<file path="src/rtl/dice_disp_pkg.sv">
// Shared types and helpers for the DICE thread-block dispatcher.
package dice_disp_pkg;

  typedef enum logic [2:0] {
    S_IDLE,
    S_ISSUE,
    S_DRAIN,
    S_TAIL,
    S_DONE
  } disp_state_e;

  localparam int DISP_DRAIN_GUARD_MIN = 2;
  localparam int DISP_WB_TAIL_MIN     = 1;

  // Block size from its dimensions, clipped to the per-block thread limit.
  function automatic logic [31:0] sat_total(input logic [31:0] ntid_x,
                                            input logic [31:0] ntid_y,
                                            input logic [31:0] ntid_z,
                                            input logic [31:0] num_tid);
    logic [95:0] prod;
    prod = {64'd0, ntid_x} * {64'd0, ntid_y} * {64'd0, ntid_z};
    return (prod > {64'd0, num_tid}) ? num_tid : 32'(prod);
  endfunction

endpackage

</file>
<file path="src/rtl/dice_tid_coord_ctr.sv">
// Linear thread pointer with x/y/z coordinate counters that wrap on block dimensions.
module dice_tid_coord_ctr
  import dice_disp_pkg::*;
#(
  parameter int TID_WIDTH = 9
) (
  input  logic                 clk,
  input  logic                 rst,
  input  logic                 load,
  input  logic                 adv,
  input  logic                 hold,
  input  logic [TID_WIDTH-1:0] ntid_x,
  input  logic [TID_WIDTH-1:0] ntid_y,
  input  logic [TID_WIDTH:0]   total,
  output logic [TID_WIDTH-1:0] ptr,
  output logic [TID_WIDTH-1:0] x,
  output logic [TID_WIDTH-1:0] y,
  output logic [TID_WIDTH-1:0] z,
  output logic                 last
);

  localparam int TW1 = TID_WIDTH + 1;

  logic x_wrap;
  logic y_wrap;

  assign x_wrap = (x == ntid_x - TID_WIDTH'(1));
  assign y_wrap = (y == ntid_y - TID_WIDTH'(1));
  assign last   = ({1'b0, ptr} == total - TW1'(1));

  always_ff @(posedge clk) begin
    if (rst || load) begin
      ptr <= '0;
      x   <= '0;
      y   <= '0;
      z   <= '0;
    end else if (adv && !hold) begin
      ptr <= ptr + TID_WIDTH'(1);
      if (x_wrap) begin
        x <= '0;
        if (y_wrap) begin
          y <= '0;
          z <= z + TID_WIDTH'(1);
        end else begin
          y <= y + TID_WIDTH'(1);
        end
      end else begin
        x <= x + TID_WIDTH'(1);
      end
    end
  end

endmodule

</file>
<file path="src/rtl/dice_tid_dispatcher.sv">
// Thread-block dispatcher: scans linear tids, issues active ones to the CGRA,
// then waits for the pipe to drain and write-back to settle before completing.
module dice_tid_dispatcher
  import dice_disp_pkg::*;
#(
  parameter int NUM_TID     = 512,
  parameter int TID_WIDTH   = $clog2(NUM_TID),
  parameter int WB_TAIL     = 8,
  parameter int DRAIN_GUARD = 2
) (
  input  logic                 clk,
  input  logic                 rst,
  input  logic                 clr,
  input  logic                 start_valid,
  output logic                 start_ready,
  input  logic [NUM_TID-1:0]   start_mask,
  input  logic [TID_WIDTH-1:0] start_ntid_x,
  input  logic [TID_WIDTH-1:0] start_ntid_y,
  input  logic [TID_WIDTH-1:0] start_ntid_z,
  input  logic                 stall,
  output logic                 disp_valid,
  output logic [TID_WIDTH-1:0] disp_tid,
  output logic [TID_WIDTH-1:0] tid_x,
  output logic [TID_WIDTH-1:0] tid_y,
  output logic [TID_WIDTH-1:0] tid_z,
  input  logic                 cgra_done,
  output logic                 busy,
  output logic                 block_done,
  output logic [TID_WIDTH:0]   issued_count
);

  localparam int TW1   = TID_WIDTH + 1;
  localparam int GUARD = (DRAIN_GUARD < DISP_DRAIN_GUARD_MIN) ? DISP_DRAIN_GUARD_MIN : DRAIN_GUARD;
  localparam int TAIL  = (WB_TAIL < DISP_WB_TAIL_MIN) ? DISP_WB_TAIL_MIN : WB_TAIL;

  disp_state_e state, state_nxt;

  logic                 abort;
  logic                 accept;
  logic                 scan_adv;
  logic [TID_WIDTH:0]   total_d;
  logic [TID_WIDTH:0]   total_q;
  logic [NUM_TID-1:0]   mask_q;
  logic [TID_WIDTH-1:0] ntid_x_q;
  logic [TID_WIDTH-1:0] ntid_y_q;
  logic [TID_WIDTH-1:0] ptr;
  logic [TID_WIDTH-1:0] cx, cy, cz;
  logic                 last;
  logic [15:0]          guard_cnt;
  logic [15:0]          tail_cnt;

  assign abort       = rst || clr;
  assign start_ready = (state == S_IDLE);
  assign busy        = (state != S_IDLE);
  assign block_done  = (state == S_DONE);
  assign accept      = start_valid && start_ready && !abort;
  assign scan_adv    = (state == S_ISSUE) && !stall;
  assign total_d     = TW1'(sat_total(32'(start_ntid_x), 32'(start_ntid_y),
                                      32'(start_ntid_z), 32'(NUM_TID)));

  dice_tid_coord_ctr #(.TID_WIDTH(TID_WIDTH)) u_coord (
    .clk    (clk),
    .rst    (abort),
    .load   (accept),
    .adv    (state == S_ISSUE),
    .hold   (stall),
    .ntid_x (ntid_x_q),
    .ntid_y (ntid_y_q),
    .total  (total_q),
    .ptr    (ptr),
    .x      (cx),
    .y      (cy),
    .z      (cz),
    .last   (last)
  );

  always_ff @(posedge clk) begin
    if (abort) state <= S_IDLE;
    else       state <= state_nxt;
  end

  always_comb begin
    state_nxt = state;
    unique case (state)
      S_IDLE:  if (start_valid) state_nxt = (total_d == '0) ? S_DRAIN : S_ISSUE;
      S_ISSUE: if (!stall && last) state_nxt = S_DRAIN;
      S_DRAIN: if (guard_cnt == 16'(GUARD) && cgra_done) state_nxt = S_TAIL;
      S_TAIL:  if (tail_cnt == 16'(TAIL - 1)) state_nxt = S_DONE;
      S_DONE:  state_nxt = S_IDLE;
      default: state_nxt = S_IDLE;
    endcase
  end

  // Launch descriptor capture
  always_ff @(posedge clk) begin
    if (accept) begin
      mask_q   <= start_mask;
      ntid_x_q <= start_ntid_x;
      ntid_y_q <= start_ntid_y;
      total_q  <= total_d;
    end
  end

  // Issue stage: scan result registered onto disp_*
  always_ff @(posedge clk) begin
    if (abort) begin
      disp_valid   <= 1'b0;
      disp_tid     <= '0;
      tid_x        <= '0;
      tid_y        <= '0;
      tid_z        <= '0;
      issued_count <= '0;
      guard_cnt    <= '0;
      tail_cnt     <= '0;
    end else begin
      disp_valid <= 1'b0;
      if (accept) issued_count <= '0;
      if (scan_adv && mask_q[ptr]) begin
        disp_valid   <= 1'b1;
        disp_tid     <= ptr;
        tid_x        <= cx;
        tid_y        <= cy;
        tid_z        <= cz;
        issued_count <= issued_count + TW1'(1);
      end
      if (state != S_DRAIN)              guard_cnt <= '0;
      else if (guard_cnt != 16'(GUARD))  guard_cnt <= guard_cnt + 16'd1;
      if (state != S_TAIL) tail_cnt <= '0;
      else                 tail_cnt <= tail_cnt + 16'd1;
    end
  end

endmodule

</file>
<file path="config.mk">
export PLATFORM = sky130hd
export DESIGN_NAME = dice_tid_dispatcher
export DESIGN_NICKNAME = d
export VERILOG_FILES = /design/src/rtl/dice_disp_pkg.sv /design/src/rtl/dice_tid_coord_ctr.sv /design/src/rtl/dice_tid_dispatcher.sv
export SDC_FILE = /design/constraint.sdc
export NUM_CORES = 1
export LEC_CHECK = 0
export ABC_CLOCK_PERIOD_IN_PS = 39000
export CORE_MARGIN = 2
export CORE_UTILIZATION = 50
export CTS_BUF_LIST = sky130_fd_sc_hd__clkbuf_16
export CTS_CLUSTER_SIZE = 30
export DETAILED_ROUTE_END_ITERATION = 7
export DONT_BUFFER_PORTS = 1
export PLACE_DENSITY = 0.67
export SLEW_MARGIN = 20
export SYNTH_ARGS = -nofsm -noshare
export SYNTH_HDL_FRONTEND = slang
export SYNTH_SLANG_ARGS = --single-unit
</file>
<file path="constraint.sdc">
create_clock -name clk -period 39 [get_ports clk]
set_clock_uncertainty 0.2 [all_clocks]
set_input_delay 3.9 -clock clk [delete_from_list [all_inputs] [get_ports clk]]
set_output_delay 3.9 -clock clk [all_outputs]
set_load 0.03 [all_outputs]
</file>
==> summary.txt, run 1 <==
Timing
  • Hold slack: 0.263 ns
  • Slew Limit Headroom: 29.2%
  • Post-Route Setup TNS: 0 ns
  • Fin. Hold Viols: 0
  • Slew @ Worst Pin: 1.06 ns
  • FMAX: 0.0748 GHz
  • Final setup viols: 0
  • Post-layout min period: 13.36 ns
  • RSZ-0062 raised after global routing: false
  • Pins Over Slew Limit: 0
  • Tcrit/Tclk final: 34.3%

Routing
  • Vias per inst: 5.89
  • Iter 0 DRT Violations: 1857
  • Detail Route Antenna Nets: 0
  • Wirelength, routed: 89.2 mm
  • Pre-antenna DRT Iters: 5
  • DR WL/cell: 26.1 um
  • DR vias: 20200
  • # DRC: 0

Clock tree
  • Clock Root Buffer: clkbuf_16
  • CTS tree: built
  • Clock tree buffer depth: 3
  • CTS Hold Bufs: 0
  • Clk slew on worst S/H paths: 0.06 ns
  • Htree depth: 3
  • Clk_lat worst skew: 0.61 ns
  • Num CTS Buffers: 70
  • Clock Sinks: 658
  • Post-CTS setup buffers: 0
  • Post-CTS Resized: 0

Worst setup path
  • CP arrival: 13.65 ns
  • Critical path data required time: 39.28 ns
  • Slowest stage cell, crit path: xnor2_1
  • Kind of critical path: input port to register
  • CP endpoint kind: register
  • CP startpoint kind: input port
  • Max FO, Critical Path: 10
  • Delay of the slowest critical-path stage: 0.59 ns
  • CP most frequent cell: fa_1
  • R2R cell count: 13

Synth
  • Sequential area share after synthesis: 54.7%
  • Adder-Cell Fraction of Synth Area: 13.1%
  • Syn nets: 3269
  • Syn Area/Cell: 13.8 sq um
  • Largest family of logic cells by synthesized area: adder cells
  • Synth Instances: 2465
  • Post-synth EDFFs: 540
  • Synth Warn #: 0
  • XOR/XNOR Fraction of Synth Area: 2.84%
  • Mapped Area: 34000 sq um
  • Post-synth ARST share: 0%
  • Post-synthesis mux area share: 10.5%
  • Yosys reg bits: 658
  • Top FF cell, synth: edfxtp_1
  • Netlist cell types: 81
  • Simple-gate share of the synthesized area: 9.85%
  • Compound-Gate Fraction of Synth Area: 4.81%

Layout
  • FF+latch area: 18600 sq um
  • Nets: 3265
  • Commonest non-fill, non-tap cells in the layout: 540 x edfxtp_1, 247 x inv_1, 172 x nand2_1
  • Fill count: 5390
  • Share of layout cells above drive strength 1: 10.7%
  • Layout area overhead: 8.89%
  • Multi-input logic area: 14000 sq um
  • Fin area: 37000 sq um
  • Commonest non-fill, non-tap cell in the layout: edfxtp_1

Floorplan
  • Cell row count: 95
  • I/O pin count: 595
  • Die Y: 265 um
  • Initial Util: 50.6%
  • Die ar.: 70000 sq um
  • Core area: 67200 sq um
  • Die width: 265 um

GRT
  • Number of global-route vias before repair: 20300
  • Global Route Usage Sum: 25.4%
  • Congestion Overflow GR: 0
  • Largest net degree at the start of global routing: 176
  • Initial antenna violation count: 40
  • First-pass GRT wire length: 131 mm

Min path
  • Hold Path Depth: 1
  • Worst Hold Class: register to register

Place
  • IO Port Bufs: 0
  • DP HPWL: 67.7 mm
  • GP Congestion: 0.953
  • Area after DPL: 34700 sq um

Outcome
  • Outcome: completed

Job
  • Max_cap viols: 0
==> path summary, 6_finish.rpt <==
path	startpoint	endpoint	slack, ns
worst min register to register	tail_cnt[0]	tail_cnt[0]	0.26
worst max-delay path	start_ntid_x[7]	state[0]	25.64
worst min-delay path	tail_cnt[0]	tail_cnt[0]	0.26
worst max register to register	u_coord.ptr[1]	issued_count[7]	33.15
==> worst max-delay path, delay by kind of cell <==
family / cells / cell delay, ns
AOI/OAI and AO/OA: 13 / 2.95
xor gates and xnor gates: 1 / 0.59
adders and majority gates: 10 / 4.77
buffers and inverters: 6 / 0.29
and+or+nand+nor: 6 / 1.13
==> synthesized netlist by cell type, drive strengths merged, types with 11 or more instances <==
cell / n / area (sq um)
a21oi: 47 / 246
o21ai: 45 / 225
edfxtp: 540 / 16200
and2: 121 / 757
nor3: 28 / 140
inv: 232 / 871
nand4: 29 / 181
ha: 96 / 1200
nor2: 159 / 599
a22oi: 11 / 82.6
a211oi: 13 / 97.6
clkbuf: 49 / 184
and3: 23 / 144
mux2i: 77 / 771
nand2: 173 / 652
xor2: 51 / 447
fa: 163 / 3260
nand3: 44 / 233
buf: 49 / 365
a21o: 18 / 135
nor4: 14 / 87.6
mux4: 122 / 2750
dfxtp: 118 / 2360
nand2b: 20 / 125
nor2b: 20 / 125
or3: 14 / 87.6
xnor2: 59 / 517
==> kinds of logic after synthesis <==
family,after synthesis
simple gates,672
flops,658
buf+inv,330
fa+ha+maj,259
compound gates,233
mux,203
xor+xnor,110
==> cell type report <==
cell class / instances / area share [%]
multi-input cells: 1477 / 37.8
inverters: 232 / 2.35
well taps: 873 / 2.95
flip-flops and latches: 658 / 50.3
diodes: 33 / 0.223
clock buffers: 71 / 4.80
repair buffers: 22 / 0.480
clock inverters: 53 / 1.12
==> metrics by stage <==
step / cells / util, % / setup slack [ns]
6_report: 3419 / 55.1 / 25.64
5_1_grt: 3411 / 55.0 / 24.78
4_1_cts: 3386 / 55.0 / 25.71
3_5_place_dp: 3262 / 51.7 / 25.10
3_3_place_gp: 3262 / 51.7 / 25.18
2_1_floorplan: 2465 / - / 10.23
==> metal layers <==
metal,GRT usage (%),part of all wire [%],routed length (um),up-vias
met2,41.3,49,43900,863
met3,8.08,9.2,8180,150
met5,0.693,0.19,167,-
met1,31.6,38,34000,10200
li1,-,-,-,8917
met4,10.2,3.3,2970,18
==> sequential cells by signal, indices dropped and copies added (netlist names) <==
name and flops:
tid_x 9, tail_cnt 16, mask_q 512, ntid_x_q 9, u_coord.x 9, u_coord.y 9, guard_cnt 16, tid_z 9
total_q 10, u_coord.z 9, issued_count 10, tid_y 9, u_coord.ptr 9, state 3, ntid_y_q 9, disp_valid 1
disp_tid 9
Power of run 1 is not shown: default switching activity piles up to over one toggle a cycle in this logic, so the estimate is an artifact.
==> run 2, diff against run 1 <==
--- a/config.mk
+++ b/config.mk
@@ -5,7 +5,7 @@
 export SDC_FILE = /design/constraint.sdc
 export NUM_CORES = 1
 export LEC_CHECK = 0
-export ABC_CLOCK_PERIOD_IN_PS = 39000
+export ABC_CLOCK_PERIOD_IN_PS = 12400
 export CORE_MARGIN = 2
 export CORE_UTILIZATION = 50
 export CTS_BUF_LIST = sky130_fd_sc_hd__clkbuf_16
==> constraint.sdc (replaced) <==
create_clock -name clk -period 12.4 [get_ports clk]
set_clock_uncertainty 0.2 [all_clocks]
set_input_delay 1.24 -clock clk [delete_from_list [all_inputs] [get_ports clk]]
set_output_delay 1.24 -clock clk [all_outputs]
set_load 0.03 [all_outputs]
==> run 2 against run 1 <==
Against the previous run:
- routed wire length decreased by 1.5%
- final area increased by 0.26%
- setup slack got worse by 24 ns
- first-iteration DRC count decreased by 14%
==> summary.txt, run 2 (synthesis gave the netlist of run 1 again) <==
Timing
  • Slew Limit Headroom: 23.0%
  • Pins Over Slew Limit: 0
  • Post-layout min period: 10.71 ns
  • FMAX: 0.0934 GHz
  • Setup WS post-layout: 1.69 ns
  • RSZ-0062 raised after global routing: false
  • Final setup viols: 0
  • Hold slack: 0.249 ns
  • Tcrit/Tclk final: 86.4%
  • Slew @ Worst Pin: 1.15 ns
  • Fin. Hold Viols: 0
  • Post-Route Setup TNS: 0 ns

Clock tree
  • Clock Root Buffer: clkbuf_16
  • Clock Sinks: 658
  • Htree depth: 3
  • Post-CTS setup buffers: 0
  • Clk slew on worst S/H paths: 0.05 ns
  • CTS Hold Bufs: 0
  • Clock tree buffer depth: 3
  • Post-CTS Resized: 0
  • Num CTS Buffers: 70
  • CTS tree: built
  • Clk_lat worst skew: 0.64 ns

Floorplan
  • Die ar.: 70000 sq um
  • Die width: 265 um
  • Die Y: 265 um
  • I/O pin count: 595
  • Cell row count: 95
  • Core area: 67200 sq um
  • Initial Util: 50.6%

Layout
  • Biggest regs: mask_q (512), guard_cnt (16), tail_cnt (16)
  • Fill count: 5385
  • Commonest non-fill, non-tap cell in the layout: edfxtp_1
  • Share of layout cells above drive strength 1: 10.7%
  • Register name with the most flops: mask_q
  • Layout area overhead: 9.18%
  • Nets: 3264
  • Fin area: 37100 sq um
  • Max FFs per register: 512
  • Commonest non-fill, non-tap cells in the layout: 540 x edfxtp_1, 245 x inv_1, 172 x nand2_1

Worst setup path
  • Delay of the slowest critical-path stage: 0.56 ns
  • Max FO, Critical Path: 10
  • CP startpoint kind: input port
  • CP endpoint kind: register
  • CP arrival: 10.98 ns
  • CP most frequent cell: fa_1
  • Slowest stage cell, crit path: fa_1
  • Kind of critical path: input port to register
  • Critical path data required time: 12.68 ns

GRT
  • Initial antenna violation count: 28
  • First-pass GRT wire length: 131 mm
  • Congestion Overflow GR: 0
  • Number of global-route vias before repair: 20700
  • Global Route Usage Sum: 25.2%
  • Largest net degree at the start of global routing: 180

Job
  • Max_cap viols: 0

Place
  • DP HPWL: 67.1 mm
  • Area after DPL: 34700 sq um
  • IO Port Bufs: 0
  • GP Congestion: 0.978
  • Pre-CTS setup slack: 1.07 ns

Routing
  • Vias per inst: 5.90
  • DR WL/cell: 25.8 um
  • Pre-antenna DRT Iters: 6
  • Detail Route Antenna Nets: 0
  • DR vias: 20100
  • Wirelength, routed: 87.9 mm
  • # DRC: 0
  • Iter 0 DRT Violations: 1596

Min path
  • Worst Hold Class: register to register

Outcome
  • Outcome: completed
[run 2: changes by cell type in the layout (fill, tap and decap cells not counted), moves of 3 or more]
| cell | previous run | this run |
|---|---|---|
| clkinv_16 | 1 | 5 |
| clkinv_1 | 12 | 15 |
| inv_2 | 5 | 0 |
| diode_2 | 33 | 20 |
| clkinvlp_4 | 2 | 6 |
[run 2: stage by stage]
step | utilization, % | std cells
2_1_floorplan | - | 2465
3_3_place_gp | 51.7 | 3261
3_5_place_dp | 51.7 | 3261
4_1_cts | 55.1 | 3386
5_1_grt | 55.2 | 3401
6_report | 55.2 | 3406
[run 2: routing by layer]
metal	GRT usage, %	up-vias	share of wire (%)
met5	0	-	0.12
met4	6.89	16	2.0
met3	7.64	119	9.0
met2	42.6	883	50
met1	31.8	10200	38
li1	-	8904	-
[run 2: final cells by class]
cell class / count / area, sq um / share of cell area (%)
flip-flops and latches: 658 / 18600 / 50.1
multi-input cells: 1477 / 14000 / 37.7
clock buffers: 71 / 1780 / 4.79
well taps: 873 / 1090 / 2.95
inverters: 232 / 871 / 2.35
clock inverters: 54 / 552 / 1.49
repair buffers: 21 / 170 / 0.459
diodes: 20 / 50.0 / 0.135
[run 2: worst max-delay path, delay by kind of cell]
family,cells,cell delay (ns)
adders and majority gates,10,4.81
AOI/OAI and AO/OA,13,2.96
and+or+nand+nor,6,1.10
xor gates and xnor gates,1,0.55
buffers and inverters,6,0.30
[run 2: path summary, 6_finish.rpt]
| path | cells after the start | to | slack (ns) | start |
|---|---|---|---|---|
| max | 36 | state[0] | 1.69 | start_ntid_x[7] |
| min | 1 | tail_cnt[0] | 0.25 | tail_cnt[0] |
| max reg2reg | 13 | issued_count[5] | 6.16 | u_coord.ptr[1] |
| min reg2reg | 1 | tail_cnt[0] | 0.25 | tail_cnt[0] |
Power of run 2 is left out for the same reason.
